===== config.mk =====
export PLATFORM = sky130hd
export DESIGN_NAME = relax_priority_queue
export DESIGN_NICKNAME = d
export VERILOG_FILES = /design/src/rtl/dijkstra_pkg.sv /design/src/rtl/min_reduce_lanes.sv /design/src/rtl/relax_priority_queue.sv
export SDC_FILE = /design/constraint.sdc
export NUM_CORES = 1
export LEC_CHECK = 0
export BUFFER_PORTS_ARGS = -buffer_cell sky130_fd_sc_hd__buf_4
export CAP_MARGIN = 20
export CORE_UTILIZATION = 50
export CTS_CLUSTER_DIAMETER = 50
export DETAILED_ROUTE_END_ITERATION = 8
export PLACE_DENSITY = 0.74
export SLEW_MARGIN = 25
export SYNTH_ARGS = -nofsm -noshare
export SYNTH_HDL_FRONTEND = slang
export SYNTH_SLANG_ARGS = --single-unit

===== constraint.sdc =====
create_clock -name clock -period 8.9 [get_ports clock]
set_input_delay 1.335 -clock clock [delete_from_list [all_inputs] [get_ports clock]]
set_output_delay 1.335 -clock clock [all_outputs]
set_load 0.01 [all_outputs]

===== src/rtl/dijkstra_pkg.sv =====
// Shared definitions for the Dijkstra datapath.
//
// Contents:
//   - Default sizing for the distance store (node count, index width,
//     distance width, scan lanes).
//   - INFINITY: the all-ones distance that marks an unreached node.
//   - scan_state_e: state of the minimum-finding scan.
//   - cand_t: one min-search candidate (found flag, node index, distance)
//     at the default widths. Parameterised modules declare the same
//     layout locally at their own widths.
package dijkstra_pkg;

    localparam int DEFAULT_MAX_NODES   = 16;
    localparam int DEFAULT_INDEX_WIDTH = 4;
    localparam int DEFAULT_VALUE_WIDTH = 16;
    localparam int DEFAULT_LANES       = 4;

    localparam logic [DEFAULT_VALUE_WIDTH-1:0] INFINITY = '1;

    typedef enum logic [1:0] {
        SCAN  = 2'd0,
        VALID = 2'd1,
        EMPTY = 2'd2
    } scan_state_e;

    typedef struct packed {
        logic                           found;
        logic [DEFAULT_INDEX_WIDTH-1:0] index;
        logic [DEFAULT_VALUE_WIDTH-1:0] value;
    } cand_t;

endpackage


===== src/rtl/min_reduce_lanes.sv =====
// Combinational minimum reduction over LANES entries plus two extra
// candidates (the running best and a same-cycle relax write).
//
// Ordering: a candidate wins when it is found and has a lower value, or
// an equal value and a lower index. Candidates that are not found never
// win over a found one.
//
// Ports:
//   lane_found_i  [LANES]              lane holds a usable entry
//   lane_index_i  [LANES][INDEX_WIDTH] node index of each lane
//   lane_value_i  [LANES][VALUE_WIDTH] distance of each lane
//   best_*_i                           running best candidate
//   relax_*_i                          relax candidate
//   min_*_o                            winner of all LANES+2 candidates
module min_reduce_lanes #(
    parameter int LANES       = 4,
    parameter int INDEX_WIDTH = 4,
    parameter int VALUE_WIDTH = 16
) (
    input  logic [LANES-1:0]                  lane_found_i,
    input  logic [LANES-1:0][INDEX_WIDTH-1:0] lane_index_i,
    input  logic [LANES-1:0][VALUE_WIDTH-1:0] lane_value_i,
    input  logic                              best_found_i,
    input  logic [INDEX_WIDTH-1:0]            best_index_i,
    input  logic [VALUE_WIDTH-1:0]            best_value_i,
    input  logic                              relax_found_i,
    input  logic [INDEX_WIDTH-1:0]            relax_index_i,
    input  logic [VALUE_WIDTH-1:0]            relax_value_i,
    output logic                              min_found_o,
    output logic [INDEX_WIDTH-1:0]            min_index_o,
    output logic [VALUE_WIDTH-1:0]            min_value_o
);

    localparam int LEAVES = LANES + 2;
    // Tree width rounded up to a power of two; padding leaves are "not found".
    localparam int TREE   = 1 << $clog2(LEAVES);

    typedef struct packed {
        logic                   found;
        logic [INDEX_WIDTH-1:0] index;
        logic [VALUE_WIDTH-1:0] value;
    } lane_cand_t;

    function automatic logic first_wins(input lane_cand_t a, input lane_cand_t b);
        return a.found && (!b.found || (a.value < b.value) ||
                           ((a.value == b.value) && (a.index <= b.index)));
    endfunction

    lane_cand_t leaf  [TREE];
    lane_cand_t level [TREE];

    for (genvar gi = 0; gi < TREE; gi++) begin : g_leaf
        if (gi < LANES) begin : g_lane
            assign leaf[gi] = {lane_found_i[gi], lane_index_i[gi], lane_value_i[gi]};
        end else if (gi == LANES) begin : g_best
            assign leaf[gi] = {best_found_i, best_index_i, best_value_i};
        end else if (gi == LANES + 1) begin : g_relax
            assign leaf[gi] = {relax_found_i, relax_index_i, relax_value_i};
        end else begin : g_pad
            assign leaf[gi] = '0;
        end
    end

    // In-place pairwise tree: at width w, slot i takes the winner of slots
    // 2i and 2i+1. Slots >= i are still untouched at this width, so the
    // reads always see the previous level.
    always_comb begin
        for (int i = 0; i < TREE; i++) begin
            level[i] = leaf[i];
        end
        for (int w = TREE / 2; w >= 1; w = w / 2) begin
            for (int i = 0; i < w; i++) begin
                level[i] = first_wins(level[2*i], level[2*i+1]) ? level[2*i] : level[2*i+1];
            end
        end
    end

    assign min_found_o = level[0].found;
    assign min_index_o = level[0].index;
    assign min_value_o = level[0].value;

endmodule


===== src/rtl/relax_priority_queue.sv =====
// Distance store and minimum-finding priority queue for the Dijkstra
// datapath.
//
// Holds one tentative distance per node plus a visited mask. Relax writes
// lower a distance when the candidate is strictly smaller and the node is
// unvisited. The minimum unvisited node is located by a scan that covers
// LANES entries per cycle (MAX_NODES/LANES cycles per scan); once found it
// is held and kept current against later relax writes without rescanning.
//
// Ports:
//   clock, reset      clock; synchronous active-high reset
//   src_index         source node, given distance 0 while reset is high
//   relax_en/_index/_value   relax request
//   relax_updated     registered: previous cycle's relax was written
//   read_index/read_value    combinational distance read
//   min_valid/min_index/min_value   current minimum unvisited node
//   pop               mark the current minimum visited and rescan
//   empty             no unvisited node with a finite distance
module relax_priority_queue
    import dijkstra_pkg::*;
#(
    parameter int MAX_NODES   = DEFAULT_MAX_NODES,
    parameter int INDEX_WIDTH = DEFAULT_INDEX_WIDTH,
    parameter int VALUE_WIDTH = DEFAULT_VALUE_WIDTH,
    parameter int LANES       = DEFAULT_LANES
) (
    input  logic                   clock,
    input  logic                   reset,
    input  logic [INDEX_WIDTH-1:0] src_index,
    input  logic                   relax_en,
    input  logic [INDEX_WIDTH-1:0] relax_index,
    input  logic [VALUE_WIDTH-1:0] relax_value,
    output logic                   relax_updated,
    input  logic [INDEX_WIDTH-1:0] read_index,
    output logic [VALUE_WIDTH-1:0] read_value,
    output logic                   min_valid,
    output logic [INDEX_WIDTH-1:0] min_index,
    output logic [VALUE_WIDTH-1:0] min_value,
    input  logic                   pop,
    output logic                   empty
);

    localparam int GROUPS = MAX_NODES / LANES;
    localparam int GW     = (GROUPS > 1) ? $clog2(GROUPS) : 1;
    localparam logic [GW-1:0]          LAST_GROUP = GW'(GROUPS - 1);
    localparam logic [VALUE_WIDTH-1:0] INF        = '1;
    localparam logic [INDEX_WIDTH:0]   NODE_LIMIT = (INDEX_WIDTH + 1)'(MAX_NODES);

    typedef struct packed {
        logic                   found;
        logic [INDEX_WIDTH-1:0] index;
        logic [VALUE_WIDTH-1:0] value;
    } node_cand_t;

    function automatic logic orders_before(input node_cand_t a, input node_cand_t b);
        return a.found && (!b.found || (a.value < b.value) ||
                           ((a.value == b.value) && (a.index < b.index)));
    endfunction

    // ------------------------------------------------------------------
    // State
    // ------------------------------------------------------------------
    logic [VALUE_WIDTH-1:0] dist_q [MAX_NODES];
    logic [MAX_NODES-1:0]   visited_q;
    scan_state_e            state_q, state_d;
    logic [GW-1:0]          group_q, group_d;
    node_cand_t             best_q, best_d;
    logic                   relax_updated_q;

    // ------------------------------------------------------------------
    // Relax qualification
    // ------------------------------------------------------------------
    logic       relax_in_range;
    logic       read_in_range;
    logic       pop_fire;
    logic       relax_hits_min;
    logic       relax_ok;
    node_cand_t relax_cand;

    assign relax_in_range = {1'b0, relax_index} < NODE_LIMIT;
    assign read_in_range  = {1'b0, read_index} < NODE_LIMIT;
    assign pop_fire       = pop && (state_q == VALID);
    // The node being popped becomes visited on this edge, so a relax aimed
    // at it in the same cycle must not land.
    assign relax_hits_min = pop_fire && (relax_index == best_q.index);
    // An INFINITY candidate can never be strictly below a stored distance.
    assign relax_ok       = relax_en && relax_in_range && !relax_hits_min &&
                            !visited_q[relax_index] &&
                            (relax_value < dist_q[relax_index]);
    assign relax_cand     = {relax_ok, relax_index, relax_value};

    // ------------------------------------------------------------------
    // Scan lanes: group group_q, visited and unreached entries masked out
    // ------------------------------------------------------------------
    logic [LANES-1:0]                  lane_found;
    logic [LANES-1:0][INDEX_WIDTH-1:0] lane_index;
    logic [LANES-1:0][VALUE_WIDTH-1:0] lane_value;

    for (genvar gi = 0; gi < LANES; gi++) begin : g_lane
        logic [INDEX_WIDTH-1:0] lane_addr;
        assign lane_addr      = INDEX_WIDTH'(int'(group_q) * LANES + gi);
        assign lane_found[gi] = !visited_q[lane_addr] && (dist_q[lane_addr] != INF);
        assign lane_index[gi] = lane_addr;
        assign lane_value[gi] = dist_q[lane_addr];
    end

    logic                   scan_found;
    logic [INDEX_WIDTH-1:0] scan_index;
    logic [VALUE_WIDTH-1:0] scan_value;
    node_cand_t             scan_best;

    min_reduce_lanes #(
        .LANES       (LANES),
        .INDEX_WIDTH (INDEX_WIDTH),
        .VALUE_WIDTH (VALUE_WIDTH)
    ) u_reduce (
        .lane_found_i  (lane_found),
        .lane_index_i  (lane_index),
        .lane_value_i  (lane_value),
        .best_found_i  (best_q.found),
        .best_index_i  (best_q.index),
        .best_value_i  (best_q.value),
        .relax_found_i (relax_cand.found),
        .relax_index_i (relax_cand.index),
        .relax_value_i (relax_cand.value),
        .min_found_o   (scan_found),
        .min_index_o   (scan_index),
        .min_value_o   (scan_value)
    );

    assign scan_best = {scan_found, scan_index, scan_value};

    // ------------------------------------------------------------------
    // Scan state machine: next state
    // ------------------------------------------------------------------
    always_comb begin
        state_d = state_q;
        group_d = group_q;
        best_d  = best_q;
        case (state_q)
            SCAN: begin
                best_d = scan_best;
                if (group_q == LAST_GROUP) begin
                    group_d = '0;
                    state_d = scan_best.found ? VALID : EMPTY;
                end else begin
                    group_d = group_q + 1'b1;
                end
            end
            VALID: begin
                if (pop_fire) begin
                    state_d = SCAN;
                    group_d = '0;
                    best_d  = '0;
                end else if (orders_before(relax_cand, best_q)) begin
                    // Distances only decrease, so a lower-ordering relax is
                    // always the new minimum, even when it targets best_q.
                    best_d = relax_cand;
                end
            end
            EMPTY: begin
                if (relax_ok) begin
                    state_d = SCAN;
                    group_d = '0;
                    best_d  = '0;
                end
            end
            default: begin
                state_d = SCAN;
                group_d = '0;
                best_d  = '0;
            end
        endcase
    end

    always_ff @(posedge clock) begin
        if (reset) begin
            state_q         <= SCAN;
            group_q         <= '0;
            best_q          <= '0;
            relax_updated_q <= 1'b0;
        end else begin
            state_q         <= state_d;
            group_q         <= group_d;
            best_q          <= best_d;
            relax_updated_q <= relax_ok;
        end
    end

    // ------------------------------------------------------------------
    // Distance store and visited mask
    // ------------------------------------------------------------------
    always_ff @(posedge clock) begin
        if (reset) begin
            for (int i = 0; i < MAX_NODES; i++) begin
                dist_q[i] <= (INDEX_WIDTH'(i) == src_index) ? '0 : INF;
            end
            visited_q <= '0;
        end else begin
            if (relax_ok) begin
                dist_q[relax_index] <= relax_value;
            end
            if (pop_fire) begin
                visited_q[best_q.index] <= 1'b1;
            end
        end
    end

    // ------------------------------------------------------------------
    // Outputs
    // ------------------------------------------------------------------
    assign relax_updated = relax_updated_q;
    assign read_value    = read_in_range ? dist_q[read_index] : INF;
    assign min_valid     = (state_q == VALID);
    assign empty         = (state_q == EMPTY);
    assign min_index     = (state_q == VALID) ? best_q.index : '0;
    assign min_value     = (state_q == VALID) ? best_q.value : '0;

endmodule


After elaboration in Yosys (flattened, before gate mapping):

Memory sizes are Yosys's and may differ from the RTL's. A register that Yosys moved wholly into a read port is not among the register bits.
Cells that the tools add are included.

* $lt $le $gt $ge: 20
* reduce and logical (&&, ||, !) cells: 52
* $add $sub $neg: 4
* eq/ne operators: 33
* multiplexer cells: 57
* bitwise logic cells: 1

Operator list (number)
* 16-bit 2-to-1 mux: 18
* 21-bit 2-to-1 mux: 9
* 16-bit less-than comparator: 7
* 16-bit equality test: 6
* 16-bit != test (second input constant): 4
* 21-bit case mux with 3 select lines: 1
* 4-bit equality test (first input constant): 8
* 4-bit by 5-bit less-than comparator with 1-bit output (second input constant): 6
* 1-bit logical AND: 22
* 4-bit <= comparator: 5
* 1-bit binary-select mux with 4-bit select: 4
* 3-bit by 4-bit equality test with 1-bit output (first input constant): 4
* 4-bit 2-to-1 mux: 4
* 16-bit bitwise OR: 1
* 16-bit OR reduction: 1
* 1-bit zero test: 12
* 1-bit logical OR: 12
* 1-bit 2-to-1 mux: 12
* 2-bit case mux with 3 select lines: 2
* 2-bit 2-to-1 mux: 5
* 4-bit by 2-bit adder with 4-bit output (second input constant): 2
* 2-bit by 4-bit equality test with 1-bit output (first input constant): 2
* 4-bit by 1-bit adder with 4-bit output (second input constant): 1
* 1-bit demux with 4-bit select: 1
* other kinds (15): 18

* output and inout port bits: 39
* input port bits: 32
* memory bits (writable): 256
* memories: 1
* logic and storage cells: 175
* bits in registers: 42

Memory list
* dist_q: words 16, width 16, read ports 6, clocked after memory_dff 1, wr ports 16, line relax_priority_queue.sv:63 `logic [VALUE_WIDTH-1:0] dist_q [MAX_NODES];`

Depth between registers and ports, before layout:

Gate-level depths: netlist of run 1.

* word-level depth: 23
* gate-level depth with buffers: 35
* gate-level depth less buffers: 28

Modules after synthesis:

From an unflattened synthesis of run 1, not the netlist that was laid out.

* cells, all modules: 1833
* area, all modules: 22621.7 µm²

Modules (own cells, without submodules)
* relax_priority_queue: cells each 1357, times used 1, area each 18946.9 µm², sequential area each 8568.2 µm²
* min_reduce_lanes: cells each 476, times used 1, area each 3674.8 µm², sequential area each 0.0 µm²

Least setup slack after synthesis of run 1:

Ideal clock, no wire load.

* kind: flip-flop to flip-flop
* from: register group_q[0]
* to: register best_q[10] in the netlist's numbering
* path slack: 1488 ps
* arrival: 7321 ps
* data required time: 8809 ps
* buffers on the path: 7
* clock period less this slack: 7412 ps
* cell stages (with the launch flop): 32
* library setup time: 91 ps
* cell sequence: dfxtp_1 -> buf_6 -> buf_6 -> mux4_2 -> inv_1 -> ha_1 -> a211o_1 -> a21oi_1 -> a31oi_1 -> o31ai_1 -> o21a_1 -> clkbuf_1 -> clkbuf_1 -> o21ai_0 -> ha_1 -> nand4_1 -> nor3_1 -> a21boi_0 -> o211ai_2 -> and2_1 -> buf_4 -> inv_2 -> clkbuf_1 -> a21boi_0 -> ha_1 -> or4_1 -> o221ai_1 -> a32oi_1 -> a211oi_2 -> buf_2 -> o311ai_1 -> a311oi_1

* word-level cells in the longest chain between the ends: 21
* elaborated cells on any way between the ends: 59
* classes of those cells: 3 x add/sub; 8 x order compare; 7 x eq/ne; 13 x mux; 27 x reduce/logical; 1 x memory

RTL lines
* start: declaration: line relax_priority_queue.sv:66 `logic [GW-1:0] group_q, group_d;`
* start signal: assignment: line relax_priority_queue.sv:184 `group_q <= group_d;`
* branches (longest 14 deep; another with memory read 16 x 16 bit)
* 21-bit 2-to-1 mux *: line min_reduce_lanes.sv:73 `level[i] = first_wins(level[2*i], level[2*i+1]) ? level[2*i] : level[2*i+1];`
* 16-bit less-than comparator (tied with other cells): line min_reduce_lanes.sv:45 `return a.found && (!b.found || (a.value < b.value) ||`
* 1-bit logical OR or 1-bit logical AND (tied branches): line min_reduce_lanes.sv:45, min_reduce_lanes.sv:46
* 1-bit logical OR: line min_reduce_lanes.sv:45
* 1-bit logical AND: line min_reduce_lanes.sv:45
* 21-bit 2-to-1 mux *: line min_reduce_lanes.sv:73
* 21-bit case mux with 3 select lines *: line relax_priority_queue.sv:140 `case (state_q)`
* end signal: assignment: line relax_priority_queue.sv:185 `best_q <= best_d;`
* end: declaration: line relax_priority_queue.sv:67 `node_cand_t best_q, best_d;`

Mark *: on every way between the ends. The select of a mux whose other input is x is not followed.
A chain may end at the register's enable or synchronous reset.

Worst setup path after layout of run 1:

* from: register group_q[0]
* to: register best_q[14] in the netlist's numbering

Same word-level chain as after synthesis.

==> results of run 1 <==
-- synth_stat cells, drive strengths merged (3+ instances only) --
library cell	n
edfxtp	256
o21a	249
mux4	230
ha	104
clkbuf	94
a21oi	83
inv	80
nor2	80
buf	76
nand4	56
dfxtp	44
o211ai	40
nor3	35
and3	34
nand2	29
o21ai	27
mux2i	21
a22oi	20
a21boi	18
nand2b	18
a311oi	17
and2	17
o2111ai	17
a21o	16
nand3	16
o311ai	15
nor2b	13
a211oi	10
nor4	8
a31oi	7
or3	7
o22ai	4
or2	4
a2bb2oi	3
and4	3
-- worst paths after layout --
path	startpoint	endpoint	cells past startpoint
worst max-delay path	group_q[0]	best_q[14]	29
worst min-delay path	visited_q[11]	visited_q[11]	2
worst max register to register	group_q[0]	best_q[14]	29
worst min register to register	visited_q[11]	visited_q[11]	2
-- where the power goes --
part | total, mW | internal [mW] | switching, mW
clock network | 1.59 | 0.931 | 0.662
logic | 2.57 | 1.04 | 1.53
registers | 1.78 | 1.63 | 0.147
total | 5.94 | 3.60 | 2.34
-- layer usage --
layer  wire length (um)  global-route usage, %
met1              27600                   45.7
met2              33600                   50.4
met3              11900                   11.4
met4               4240                   17.2
met5                  0                      0
-- per-stage QoR --
step / area, sq um / worst slack [ps] / instances
after floorplan: 22400 / 1490 / 1778
after global routing: 24500 / 324 / 2385
after detailed placement: 23100 / 622 / 2310
after CTS: 24400 / 898 / 2383
final: 24500 / 787 / 2387
after global placement: 23100 / 765 / 2309
-- worst reg2reg max path: cells and delay by family (launching register included) --
family	cells	cell delay, ps
mux	1	630
compound gates	13	3000
flops	1	670
simple gates	9	1850
fa+ha+maj	3	990
buf+inv	3	880
-- state kept, by name, summed over array words and instances, names as in the netlist, named ones only --
register       flops
relax_updated      1
state_q            2
group_q            2
best_q            21
visited_q         16
dist_q           256
-- cell families after synthesis --
family / count (synthesis) / synth area share (%)
buffers and inverters: 251 / 5.20
flip-flops: 300 / 38.3
AO/OA/AOI/OAI: 547 / 17.7
AND/OR/NAND/NOR: 325 / 8.95
multiplexers: 251 / 24.1
adder cells (fa/ha/maj): 104 / 5.82
-- final cells by class --
class | instances | area (sq um)
Antenna cell | 2 | 5.00
Clock buffer | 57 | 1140
Clock inverter | 16 | 149
Fill cell | 3584 | 19800
Inverter | 81 | 304
Multi-Input combinational cell | 1227 | 12700
Sequential cell | 300 | 8570
Tap cell | 592 | 741
Timing Repair Buffer | 112 | 885
==> flow_metrics.tcl, run 1 <==
set metrics [dict create \
    routed_wl_mm 77.4 \
    critPathMaxStageDelay_ps 670 \
    setup.reg_to_reg.worst_slack_ps 790 \
    area_growth_pct 9.32 \
    critical_path_buf_inv_count 3 \
    synth_enable_flop_cells 256 \
    cts_tree "yes" \
    i_o_pin_total 71 \
    fp.dieW_um 214 \
    syn_inst 1778 \
    hold_fails_final_rpt 0 \
    clock_path_buffers 3 \
    floorplan.rows 77 \
    drtPass1Iterations 7 \
    port_buffers 70 \
    grt_remaining_overflow 0 \
    crit_family "compound AO/OA/AOI/OAI gates" \
    nets 1898 \
    synthesis.area_sq_um 22400 \
    vias 17900 \
    antenna_found_initial 0 \
    p_per_area_nw_per_um2 243 \
    postCtsSetupRepairBufs 0 \
    max_slew_margin_pct 29.2 \
    clockRootBuffer "clkbuf_16" \
    static-leakage-power_nw 8.13 \
    cts_hold_buf 0 \
    synth_top_area_share_pct 34.4 \
    worst_pin_slew_ps 1060 \
    ys_dominant_reg_cell "edfxtp_1" \
    antenna_violating_nets_post_route 0 \
    gp_congestion 1.02 \
    timing.fmax_mhz 123 \
    run_status "finished, final reports clean" \
    via_count_of_the_first_global_routing_pass 17200 \
    fin_tns_setup_ps 0 \
    clock_latency_ps 580 \
    tritoncts.num_buffers 40 \
    via_per_inst 7.50 \
    hold-worst-slack_ps 508 \
    htree_levels 2 \
    grt_first_pass_wirelength_mm 114 \
    detailed_place_hpwl_mm 58.1 \
    detail_route.wl_per_cell_um 32.4 \
    fin_total_pwr_mw 5.94 \
    layout_worst_path_cycle_share_pct 91.2 \
    floorplan.initialDensity_pct 50.6 \
    worstHoldPathType "reg2reg" \
    setup_repair_after_global_routing_missed_its_margin "no" \
    worst_ep_arrival_time_ps 8590 \
    final_layout_size_suffix_gt1_share_pct 25.7 \
    most-common-layout-cells "edfxtp_1 (256), o21a_1 (249), mux4_2 (230)" \
    synth_sequential_area_ratio_pct 38.3 \
    cp-start-kind "flop" \
    final_core_util_pct 55.3 \
    drt_first_iter_violations 2893 \
    synth_top_cell_by_area "edfxtp_1" \
    final_common_cell "edfxtp_1" \
    cts.repair.resized 0 \
    crit_path_top_delay_cell "dfxtp_4" \
    critical_path_required_ps 9370 \
    clock-skew-final_ps 12.0 \
    number_of_nets_produced_by_synthesis 1914 \
    crit_end_category "flop" \
    synth.ff_latch_count 300 \
    cap_violations 0 \
    dieArea_sq_um 45600 \
    postSynth.asyncResetShare_pct 0 \
    worst_setup_hold_path_clk_slew_ps 60 \
    vdd.ir_drop.worst_mv 0.209 \
    grt_max_degree 65 \
    drv_slew 0 \
    synthDistinctLibCells 74 \
    path_class "reg2reg" \
    cts_num_sinks 300 \
    groute.usage.overall_pct 34.4 \
    crit_fanout 33 \
    floorplan.die.height_um 214 \
    setup_viol 0 \
    synth.avg_cell_area_sq_um 12.6 \
    synth_area_leaders "edfxtp_1 (34%), mux4_2 (23%), o21a_1 (8.4%), ha_1 (5.8%), dfxtp_1 (3.9%)" \
    yosysWarningCount 0 \
    route.detailed.drc 0 \
    core-area_sq_um 44200 \
    period_needed_ps 8110 \
]
Note: power is estimated with default switching activity, not from simulation.
==> inputs of run 2 (changes only) <==
--- a/config.mk
+++ b/config.mk
@@ -5,12 +5,13 @@
 export SDC_FILE = /design/constraint.sdc
 export NUM_CORES = 1
 export LEC_CHECK = 0
+export ABC_CLOCK_PERIOD_IN_PS = 8900
 export BUFFER_PORTS_ARGS = -buffer_cell sky130_fd_sc_hd__buf_4
 export CAP_MARGIN = 20
-export CORE_UTILIZATION = 50
+export CORE_UTILIZATION = 45
 export CTS_CLUSTER_DIAMETER = 50
 export DETAILED_ROUTE_END_ITERATION = 8
-export PLACE_DENSITY = 0.74
+export PLACE_DENSITY = 0.69
 export SLEW_MARGIN = 25
 export SYNTH_ARGS = -nofsm -noshare
 export SYNTH_HDL_FRONTEND = slang
==> flow_metrics.tcl, run 2 (same netlist as run 1, synthesis figures left out) <==
set metrics [dict create \
    run_status "finished, final reports clean" \
    floorplan.initialDensity_pct 45.7 \
    cts.repair.resized 0 \
    fp.dieW_um 225 \
    grt_remaining_overflow 0 \
    static-leakage-power_nw 8.17 \
    i_o_pin_total 71 \
    setup_repair_after_global_routing_missed_its_margin "no" \
    hold-worst-slack_ps 500 \
    via_per_inst 7.28 \
    gp_congestion 1.03 \
    nets 1903 \
    drv_slew 0 \
    holdPathEnd "visited_q[10]" \
    postCtsSetupRepairBufs 0 \
    power_switching_share_pct 39.2 \
    max_slew_margin_pct 28.7 \
    dieArea_sq_um 50600 \
    floorplan.rows 81 \
    drt_first_iter_violations 2551 \
    setup.reg_to_reg.worst_slack_ps 810 \
    switchingPower_mw 2.35 \
    worstReg2RegStart "group_q[0]" \
    htree_levels 2 \
    clockRootBuffer "clkbuf_16" \
    grt_max_degree 65 \
    timing.hold.worst_path_depth 2 \
    finalWorstSetupSlack_ps 808 \
    crit_end_category "flop" \
    tritoncts.num_buffers 39 \
    fin_tns_setup_ps 0 \
    timing.fmax_mhz 124 \
    layout_worst_path_cycle_share_pct 90.9 \
    crit_fanout 23 \
    largest_register_ffs 256 \
    via_count_of_the_first_global_routing_pass 17400 \
    drtPass1Iterations 6 \
    cellInternalPower_mw 3.64 \
    placement.setup.worst_slack_ps 745 \
    cts_num_sinks 300 \
    critical_path_required_ps 9370 \
    clock_power_share_pct 27.3 \
    cp_common_cell "ha_1" \
    antenna_violating_nets_post_route 0 \
    crit_path_top_delay_cell "a21o_1" \
    timing.hold.worst.start "visited_q[10]" \
    detailed_place_hpwl_mm 59.2 \
    grt_first_pass_wirelength_mm 120 \
    worstHoldPathType "reg2reg" \
    cp-start-kind "flop" \
    cts_tree "yes" \
    routed_wl_mm 82.6 \
    groute.usage.overall_pct 33.0 \
    comb_power_share_pct 43.2 \
    path_class "reg2reg" \
    clock-skew-final_ps 39.7 \
    detail_route.wl_per_cell_um 33.6 \
    setup_viol 0 \
    floorplan.die.height_um 225 \
    vias 17900 \
    largestRegisters "dist_q: 256 flops, best_q: 21 flops, visited_q: 16 flops" \
    max_flop_register "dist_q" \
    cap_violations 0 \
    worst_pin_slew_ps 1060 \
    final_core_util_pct 50.3 \
    vdd.ir_drop.worst_mv 0.218 \
    most-common-layout-cells "edfxtp_1 (256), o21a_1 (249), mux4_2 (230)" \
    p_per_area_nw_per_um2 243 \
    clock_path_buffers 3 \
    final_common_cell "edfxtp_1" \
    worst_setup_hold_path_clk_slew_ps 60 \
    critPathMaxStageDelay_ps 680 \
    period_needed_ps 8090 \
    port_buffers 70 \
    final_layout_size_suffix_gt1_share_pct 26.5 \
    route.detailed.drc 0 \
    worst_ep_arrival_time_ps 8560 \
    pwr-share-seq_pct 29.5 \
    area_growth_pct 10.1 \
    hold_fails_final_rpt 0 \
    core-area_sq_um 49000 \
    worst_flop_to_flop_path_endpoint "best_q[16]" \
    clock_latency_ps 590 \
    worst-r2r-cell-count 28 \
    filler_cells 4197 \
    antenna_found_initial 1 \
    cts_hold_buf 0 \
]
==> run 2: final cells by class <==
class | instances | area (sq um) | area share (%)
Antenna cell | 1 | 2.50 | 0.0102
Clock buffer | 44 | 1040 | 4.21
Clock inverter | 26 | 278 | 1.13
Inverter | 81 | 304 | 1.23
Multi-Input combinational cell | 1227 | 12700 | 51.5
Sequential cell | 300 | 8570 | 34.8
Tap cell | 664 | 831 | 3.37
Timing Repair Buffer | 118 | 922 | 3.74
==> run 2: power groups by stage <==
stage          registers, mW  clock network (mW)  logic, mW
6_report                1.77                1.64       2.59
5_1_grt                 1.78                1.69       2.82
4_1_cts                 1.76                1.64       2.53
3_5_place_dp            1.79                   0       2.52
3_3_place_gp            1.78                   0       2.49
2_1_floorplan           1.71                   0       1.83
==> run 2: metal layers <==
layer	routed length, um	GRT usage, %
met4	4530	17.4
met1	29900	42.7
met2	36500	48.9
met3	11700	11.3
met5	8	0
==> run 2: worst max-delay path by stage <==
stage | from | to | slack [ps]
after floorplan | group_q[0] | best_q[10] | 1490
after global placement | relax_index[0] | best_q[16] | 850
after detailed placement | relax_index[0] | best_q[16] | 750
after CTS | group_q[0] | best_q[16] | 870
after global routing | group_q[0] | best_q[16] | 150
final | group_q[0] | best_q[16] | 810
==> run 2: worst max-delay path: cells and delay by family, from the launching register on <==
family	cells	cell delay, ps
buf+inv	3	900
compound gates	16	4030
simple gates	5	860
flops	1	530
mux	1	660
fa+ha+maj	3	950
==> run 2: through the flow <==
| step | power, mW | cell area (sq um) | cells |
|---|---|---|---|
| finish | 5.99 | 24600 | 2461 |
| detailed placement | 4.31 | 23300 | 2390 |
| floorplan | 3.54 | 22400 | 1778 |
| CTS | 5.93 | 24600 | 2460 |
| global placement | 4.28 | 23300 | 2389 |
| global route | 6.28 | 24600 | 2460 |
==> inputs of run 3 (changes only) <==
--- a/config.mk
+++ b/config.mk
@@ -8,10 +8,12 @@
 export ABC_CLOCK_PERIOD_IN_PS = 8900
 export BUFFER_PORTS_ARGS = -buffer_cell sky130_fd_sc_hd__buf_4
 export CAP_MARGIN = 20
+export CELL_PAD_IN_SITES_DETAIL_PLACEMENT = 1
+export CELL_PAD_IN_SITES_GLOBAL_PLACEMENT = 1
 export CORE_UTILIZATION = 45
 export CTS_CLUSTER_DIAMETER = 50
 export DETAILED_ROUTE_END_ITERATION = 8
-export PLACE_DENSITY = 0.69
+export PLACE_DENSITY = 0.79
 export SLEW_MARGIN = 25
 export SYNTH_ARGS = -nofsm -noshare
 export SYNTH_HDL_FRONTEND = slang
==> flow_metrics.tcl, run 3 (same netlist as run 1, synthesis figures left out) <==
set metrics [dict create \
    run_status "finished, final reports clean" \
    final_area_sq_um 24700 \
    static-leakage-power_nw 8.21 \
    setup_viol 0 \
    core-area_sq_um 49000 \
    clock_latency_ps 610 \
    path_class "reg2reg" \
    nets 1907 \
    final_layout_size_suffix_gt1_share_pct 26.3 \
    max_flop_register "dist_q" \
    critPathLaunch "group_q[0]" \
    grt_first_pass_wirelength_mm 129 \
    via_count_of_the_first_global_routing_pass 18700 \
    drtPass1Iterations 5 \
    clock-skew-final_ps 33.3 \
    hold_fails_final_rpt 0 \
    worst_ep_arrival_time_ps 8630 \
    critical_path_required_ps 9380 \
    multiInputGateArea_sq_um 12700 \
    clockRootBuffer "clkbuf_16" \
    crit_fanout 30 \
    fp.dieW_um 225 \
    floorplan.rows 81 \
    floorplan.initialDensity_pct 45.7 \
    i_o_pin_total 71 \
    setup.reg_to_reg.worst_slack_ps 750 \
    cp_common_cell "ha_1" \
    hold-worst-slack_ps 508 \
    antenna_cells_inserted 0 \
    crit_family "compound AO/OA/AOI/OAI gates" \
    worstReg2RegStart "group_q[0]" \
    worst_flop_to_flop_path_endpoint "best_q[5]" \
    final_common_cell "edfxtp_1" \
    antenna_violating_nets_post_route 0 \
    dieArea_sq_um 50600 \
    vdd.ir_drop.worst_mv 0.168 \
    setup_repair_after_global_routing_missed_its_margin "no" \
    worst-r2r-cell-count 27 \
    largest_register_ffs 256 \
    p_per_area_nw_per_um2 250 \
    port_buffers 70 \
    postCtsSetupRepairBufs 0 \
    worst_pin_slew_ps 1080 \
    detailed_place_hpwl_mm 64.3 \
    routed_wl_mm 87.9 \
    cts_tree "yes" \
    vias 18300 \
    drt_first_iter_violations 2445 \
    period_needed_ps 8150 \
    antenna_found_initial 0 \
    critical_path_buf_inv_count 3 \
    floorplan.die.height_um 225 \
    route.detailed.drc 0 \
    area_growth_pct 10.4 \
    tritoncts.num_buffers 44 \
    path_depth 27 \
    worstHoldPathType "reg2reg" \
    timing.fmax_mhz 123 \
    worst_setup_hold_path_clk_slew_ps 50 \
    grt_remaining_overflow 0 \
    timing.hold.worst.start "visited_q[10]" \
    grt_max_degree 65 \
    max_slew_margin_pct 28.3 \
    cap_violations 0 \
    filler_cells 4953 \
    fin_tns_setup_ps 0 \
    critPathMaxStageDelay_ps 750 \
    layout_worst_path_cycle_share_pct 91.6 \
    crit_end_category "flop" \
    drv_slew 0 \
    detail_route.wl_per_cell_um 35.6 \
    worst_setup_path_endpoint "best_q[5]" \
    dpl-instance-area_sq_um 23300 \
    crit_path_top_delay_cell "dfxtp_4" \
    via_per_inst 7.40 \
    gp_congestion 0.984 \
    cp-start-kind "flop" \
    seqCellArea_sq_um 8570 \
    htree_levels 2 \
    fin_total_pwr_mw 6.17 \
    final_core_util_pct 50.4 \
    largestRegisters "dist_q: 256 flops, best_q: 21 flops, visited_q: 16 flops" \
    groute.usage.overall_pct 35.2 \
    most-common-layout-cells "edfxtp_1 (256), o21a_1 (249), mux4_2 (230)" \
    clock_path_buffers 3 \
    cts_num_sinks 300 \
]
## run 3: layout make-up
type | count | share of cell area, %
multi-input combinational | 1227 | 51.3
clock buffer | 52 | 4.62
tap | 664 | 3.36
timing repair buffer | 117 | 3.64
clock inverter | 26 | 1.10
inverter | 81 | 1.23
sequential | 300 | 34.7
## run 3: worst register-to-register path: stages, from the launching register on
cell      delay (ps)
dfxtp_4          750
buf_4            410
mux4_2           600
inv_1            130
ha_1             280
a211o_1          310
a21oi_1          130
a31oi_1          120
o31ai_2          260
o21a_1           610
o21ai_0          220
ha_1             350
nand4_1          140
nor3_1           290
a21boi_0         300
o211ai_2         130
and2_1           180
inv_2            250
a21boi_0         200
ha_1             330
nand4_1          120
or3_1            400
nor2_1           100
o221ai_1         100
a32oi_1          380
a21o_2           500
o211ai_1         170
a311oi_1         270
## run 3: worst min path at each step
stage / endpoint / slack [ps] / cells past startpoint
after floorplan: visited_q[10] / 450 / 2
after global placement: visited_q[10] / 480 / 2
after detailed placement: visited_q[10] / 490 / 2
after CTS: visited_q[10] / 490 / 2
after global routing: visited_q[9] / 540 / 2
final: visited_q[10] / 510 / 2
## run 3: per-layer routing
layer  routed length [um]  track usage [%]  part of all wire, %
met1                32800             46.8                   37
met2                39900             53.6                   45
met3                10700             9.36                   12
met4                 4500             17.0                  5.1
met5                    0                0                    0
## run 3: power by group
part | leakage (nW) | internal, mW | switching, mW
registers | 2.57 | 1.63 | 0.166
logic | 4.96 | 1.05 | 1.59
clock network | 0.679 | 0.992 | 0.738
## run 3: what timing repair did
item	CTS	global route
hold buffers	0	0
setup endpoints to repair	0	18
resized for setup	0	1
## run 3: per-stage QoR
stage,setup WS (ps),std cells
after CTS,551,2467
after global routing,81.6,2467
final,747,2467
after floorplan,1490,1778
after detailed placement,178,2389
after global placement,342,2388
